$ cat src/rtl/ara_cluster_dispatch.sv
// CVA6-side dispatcher for the clustered Ara macros: broadcasts each accelerator
// request to every cluster and merges the per-cluster responses into one.
module ara_cluster_dispatch #(
  parameter int unsigned NrClusters     = 4,
  parameter int unsigned ReqWidth       = 128,
  parameter int unsigned ResultWidth    = 64,
  parameter int unsigned TransIdWidth   = 3,
  parameter int unsigned MaxOutstanding = 4
) (
  input  logic                                     clk_i,
  input  logic                                     rst_i,
  input  logic                                     req_valid_i,
  output logic                                     req_ready_o,
  input  logic [ReqWidth-1:0]                      req_data_i,
  output logic [NrClusters-1:0]                    clu_req_valid_o,
  input  logic [NrClusters-1:0]                    clu_req_ready_i,
  output logic [ReqWidth-1:0]                      clu_req_data_o,
  input  logic [NrClusters-1:0]                    clu_resp_valid_i,
  output logic [NrClusters-1:0]                    clu_resp_ready_o,
  input  logic [NrClusters*ResultWidth-1:0]        clu_result_i,
  input  logic [NrClusters-1:0]                    clu_exc_i,
  input  logic [NrClusters*5-1:0]                  clu_fflags_i,
  input  logic [NrClusters*TransIdWidth-1:0]       clu_trans_id_i,
  input  logic [NrClusters-1:0]                    clu_store_pending_i,
  output logic                                     resp_valid_o,
  input  logic                                     resp_ready_i,
  output logic [ResultWidth-1:0]                   resp_result_o,
  output logic                                     resp_exc_o,
  output logic [4:0]                               resp_fflags_o,
  output logic [TransIdWidth-1:0]                  resp_trans_id_o,
  output logic                                     store_pending_o,
  output logic [$clog2(MaxOutstanding+1)-1:0]      outstanding_o,
  output logic                                     order_err_o
);

  localparam int unsigned CntWidth = $clog2(MaxOutstanding + 1);
  localparam logic [CntWidth-1:0] MaxCnt = CntWidth'(MaxOutstanding);

  // Broadcast buffer
  logic                  buf_valid;
  logic [ReqWidth-1:0]   buf_data;
  logic [NrClusters-1:0] pend;
  logic [NrClusters-1:0] req_hs;
  logic [NrClusters-1:0] pend_left;
  logic                  done_this_cycle;
  logic                  req_fire;

  // Response holds; only cluster 0's result is ever forwarded, so only it is kept
  logic [NrClusters-1:0]                   held;
  logic [NrClusters-1:0]                   held_exc;
  logic [NrClusters-1:0][4:0]              held_fflags;
  logic [NrClusters-1:0][TransIdWidth-1:0] held_tid;
  logic [ResultWidth-1:0]                  held_result0;
  logic [NrClusters-1:0]                   resp_hs;
  logic                                    pop;
  logic                                    tid_mismatch;
  logic [4:0]                              fflags_or;

  logic [CntWidth-1:0] count;
  logic [CntWidth-1:0] count_base;
  logic                order_err;
  logic                store_pending;

  always_comb begin
    clu_req_valid_o = pend & {NrClusters{buf_valid}};
    clu_req_data_o  = buf_data;
    req_hs          = clu_req_valid_o & clu_req_ready_i;
    pend_left       = pend & ~req_hs;
    done_this_cycle = buf_valid & (pend_left == '0);

    resp_valid_o     = &held;
    clu_resp_ready_o = ~held;
    resp_hs          = clu_resp_valid_i & ~held;
    pop              = resp_valid_o & resp_ready_i;

    // Acceptance sees the slot freed by a same-cycle pop
    count_base  = count - CntWidth'(pop);
    req_ready_o = !rst_i & (!buf_valid | done_this_cycle) & (count_base < MaxCnt);
    req_fire    = req_valid_i & req_ready_o;

    fflags_or    = '0;
    tid_mismatch = 1'b0;
    for (int unsigned i = 0; i < NrClusters; i++) begin
      fflags_or = fflags_or | held_fflags[i];
      if (held_tid[i] != held_tid[0]) tid_mismatch = 1'b1;
    end

    resp_result_o   = held_result0;
    resp_exc_o      = |held_exc;
    resp_fflags_o   = fflags_or;
    resp_trans_id_o = held_tid[0];
    store_pending_o = store_pending;
    outstanding_o   = count;
    order_err_o     = order_err;
  end

  always_ff @(posedge clk_i) begin
    if (rst_i) begin
      buf_valid     <= 1'b0;
      buf_data      <= '0;
      pend          <= '0;
      held          <= '0;
      held_exc      <= '0;
      held_fflags   <= '0;
      held_tid      <= '0;
      held_result0  <= '0;
      count         <= '0;
      order_err     <= 1'b0;
      store_pending <= 1'b0;
    end else begin
      assert (!(pop && count == '0));

      if (req_fire) begin
        buf_valid <= 1'b1;
        buf_data  <= req_data_i;
        pend      <= '1;
      end else begin
        buf_valid <= buf_valid & !done_this_cycle;
        pend      <= pend_left;
      end

      for (int unsigned i = 0; i < NrClusters; i++) begin
        if (resp_hs[i]) begin
          held_exc[i]    <= clu_exc_i[i];
          held_fflags[i] <= clu_fflags_i[i*5 +: 5];
          held_tid[i]    <= clu_trans_id_i[i*TransIdWidth +: TransIdWidth];
        end
      end
      if (resp_hs[0]) held_result0 <= clu_result_i[ResultWidth-1:0];
      held <= pop ? '0 : (held | resp_hs);

      if (pop && tid_mismatch) order_err <= 1'b1;

      count         <= count_base + CntWidth'(req_fire);
      store_pending <= |clu_store_pending_i;
    end
  end

  if (NrClusters > 1) begin : g_unused
    logic unused_results;
    assign unused_results = ^clu_result_i[NrClusters*ResultWidth-1:ResultWidth];
  end

endmodule

$ cat config.mk
export PLATFORM = sky130hd
export DESIGN_NAME = ara_cluster_dispatch
export DESIGN_NICKNAME = d
export VERILOG_FILES = /design/src/rtl/ara_cluster_dispatch.sv
export SDC_FILE = /design/constraint.sdc
export NUM_CORES = 1
export LEC_CHECK = 0
export BUFFER_PORTS_ARGS = -buffer_cell sky130_fd_sc_hd__buf_2
export CAP_MARGIN = 5
export CORE_AREA = 2 2 255 257
export CTS_CLUSTER_SIZE = 28
export DETAILED_ROUTE_END_ITERATION = 16
export DIE_AREA = 0 0 257 259
export GPL_ROUTABILITY_DRIVEN = 0
export PLACE_DENSITY = 0.4
export SYNTH_ARGS = -nofsm -noshare
export SYNTH_HDL_FRONTEND = slang
export SYNTH_SLANG_ARGS = --single-unit
$ cat constraint.sdc
create_clock -name clk_i -period 4.8 [get_ports clk_i]
set_input_delay 0.96 -clock clk_i [delete_from_list [all_inputs] [get_ports clk_i]]
set_output_delay 0.96 -clock clk_i [all_outputs]
set_load 0.02 [all_outputs]
==> flow_summary.ini <==
[timing]
finalSetupTns_ns = 0
fin_crit_ns = 3.71
max_slew_margin = 0.300
fmax_mhz = 269
fin_skew_ns = 0.0108
rsz0062_at_grt = no
finalHoldViolCount = 0
setup_viol_count_final = 0
drv_slew = 0
tightest_slew_ns = 1.05
post-route-period-util = 0.774

[logic_synthesis]
syn-cell-area_sq_mm = 0.00910
synth_edf_count = 0
synth-main-ff-cell = dfxtp_1
async_flop_share = 0
yosys_register_bits = 242
yosysSeqAreaShare = 0.532
ys_types = 28
synthCells = 935
ys_warn_count = 0
avgSynthCellArea_sq_um = 9.74
synth_nets = 1375

[global_routing]
grt_pass1_wl_mm = 51.2
grt_pass1_vias = 8298
grt_max_degree = 161
overflow = 0
antenna_found_initial = 12
grtUsageTotal = 0.100

[hold_path]
worstHoldPathType = register to register

[layout]
multi_input_area_sq_mm = 0.00396
finalNonFillerCells = 2258
fillers = 7090
layout-drive-gt1-share = 0.426
seqCellArea_sq_mm = 0.00484
syn2layout_area_growth_pct = 47.9
nets = 1815
final_cell_area_sq_mm = 0.0135

[clocking]
post_cts_buffers = 0
cts_resized = 0
clock-sinks = 242
cts_buffers = 34
clk_latency_ns = 0.53
tritoncts = yes
htreeDepth = 2
postCtsHoldBufs = 0
clk_pin_slew_ns = 0.06
ctsLongestPathBuffers = 3
cts_root_buf = clkbuf_16

[power]
p_sw_mw = 1.55
comb_power_share = 0.148
pwr-share-clk = 0.457
p_int_mw = 4.13
leakage_nw = 6.28
seqPwrFrac = 0.395
p_per_area_mw_per_mm2 = 422
ir_worst_vdd_mv = 0.210
switching_share = 0.273

[floorplanning]
initial_core_util = 0.143
core_sq_mm = 0.0639
die_area_sq_mm = 0.0666
pin_count = 652
chipWidth_microns = 257
die_y_microns = 259
row_count = 93

[job]
cap_viol_max_count = 0

[setup_path]
required_ns = 3.84
worstSetupPathType = register to primary output
cp_data_arrival_time_ns = 2.75
cp-end-kind = primary output
cp-start-kind = register
crit_path_max_fanout = 4

[detailed_routing]
num_vias = 8154
finalWirelength_mm = 34.5
drtIter0Drc = 298
drcViolationCount = 0
final_antenna_net_count = 0
wl_per_cell_microns = 15.3
drtPass1Iterations = 4
via_per_inst = 3.61

[placement]
dpl.cell_count = 2194
detailed_place.area_sq_mm = 0.0123
dpl.hpwl_mm = 25.2
port_buffers = 459

[outcome]
status = finished clean
[final timing paths]
path              slack (ns)               from  cells after the start                   to
setup reg to reg        1.43            held[0]                      9  clu_req_data_o[127]
hold / removal          0.45  resp_result_o[47]                      2    resp_result_o[47]
hold reg to reg         0.45  resp_result_o[47]                      2    resp_result_o[47]
setup / recovery        1.09            held[0]                      8          req_ready_o
[kinds of logic after synthesis]
family	after synthesis	share of synthesized area
AOI/OAI and AO/OA	109	0.0628
xor gates and xnor gates	2	0.00192
adders and majority gates	4	0.00550
buffers and inverters	70	0.0353
DFF	242	0.532
muxes	128	0.158
and+or+nand+nor	380	0.204
[state kept, by name, indices dropped and copies added (netlist names)]
register	cells
buf_valid	1
store_pending_o	1
held_fflags	20
resp_result_o	64
pend	4
held	4
order_err_o	1
outstanding_o	3
held_exc	4
clu_req_data_o	128
held_tid	9
resp_trans_id_o	3
[layer usage]
| metal | share of wire | track usage | vias to the layer above |
|---|---|---|---|
| li1 | - | - | 3962 |
| met1 | 0.42 | 0.118 | 3750 |
| met2 | 0.44 | 0.159 | 347 |
| met3 | 0.10 | 0.0466 | 81 |
| met4 | 0.033 | 0.0396 | 14 |
| met5 | 0.0028 | 0 | - |
[layout by cell type, fill, tap and decap left out, types with 7 or more instances in the layout]
master / netlist / layout
clkbuf_1: 41 / 7
or4_1: 9 / 9
inv_1: 9 / 9
a21oi_1: 101 / 101
nor2b_1: 138 / 137
buf_2: 2 / 458
clkbuf_8: 0 / 8
mux2_1: 54 / 54
clkbuf_16: 0 / 37
dfxtp_1: 242 / 242
nand2_1: 212 / 211
mux2_2: 74 / 74
[power by group through the flow]
| stage | sequential (mW) | clock, mW | combinational, mW |
|---|---|---|---|
| after floorplan | 2.45 | 0 | 0.328 |
| after global placement | 2.28 | 0 | 0.849 |
| after detailed placement | 2.29 | 0 | 0.857 |
| after CTS | 2.25 | 2.75 | 0.860 |
| after global routing | 2.27 | 2.81 | 0.912 |
| final | 2.25 | 2.60 | 0.838 |
[per-stage QoR]
stage	hold WS, ns	power [mW]	setup WS (ns)	util
global placement	0.441	3.13	1.11	0.192
floorplan	0.431	2.77	1.82	-
CTS	0.453	5.86	0.873	0.211
finish	0.451	5.68	1.09	0.211
global route	0.466	5.99	0.843	0.211
detailed placement	0.445	3.15	1.06	0.192
[area by class of cell]
cell class,count,area share
Antenna cell,4,0.000744
Clock buffer,51,0.0779
Clock inverter,9,0.00818
Inverter,9,0.00251
Multi-Input combinational cell,623,0.294
Sequential cell,242,0.360
Tap cell,855,0.0795
Timing Repair Buffer,465,0.177
[worst max-delay path, cell delays in order, from the launching register on]
cell and delay [ns]:
dfxtp_1 0.44, and4_1 0.31, and2_1 0.27, ha_1 0.19, ha_1 0.16, xor2_1 0.34, nor2_1 0.15, and2_1 0.20
buf_2 0.16
[cell usage after synthesis (2+ instances only)]
cell type,instances,area (sq um)
a21oi_1,101,505
and2_1,6,37.5
buf_1,9,33.8
buf_2,2,10.0
buf_4,3,22.5
buf_6,6,67.6
clkbuf_1,41,154
dfxtp_1,242,4840
ha_1,4,50.1
inv_1,9,33.8
mux2_1,54,608
mux2_2,74,833
nand2_1,212,796
nand3b_1,4,30.0
nand4_1,3,18.8
nor2_1,5,18.8
nor2b_1,138,863
o21a_1,4,30.0
or4_1,9,67.6
No activity file was read; power rests on OpenSTA's default activity.
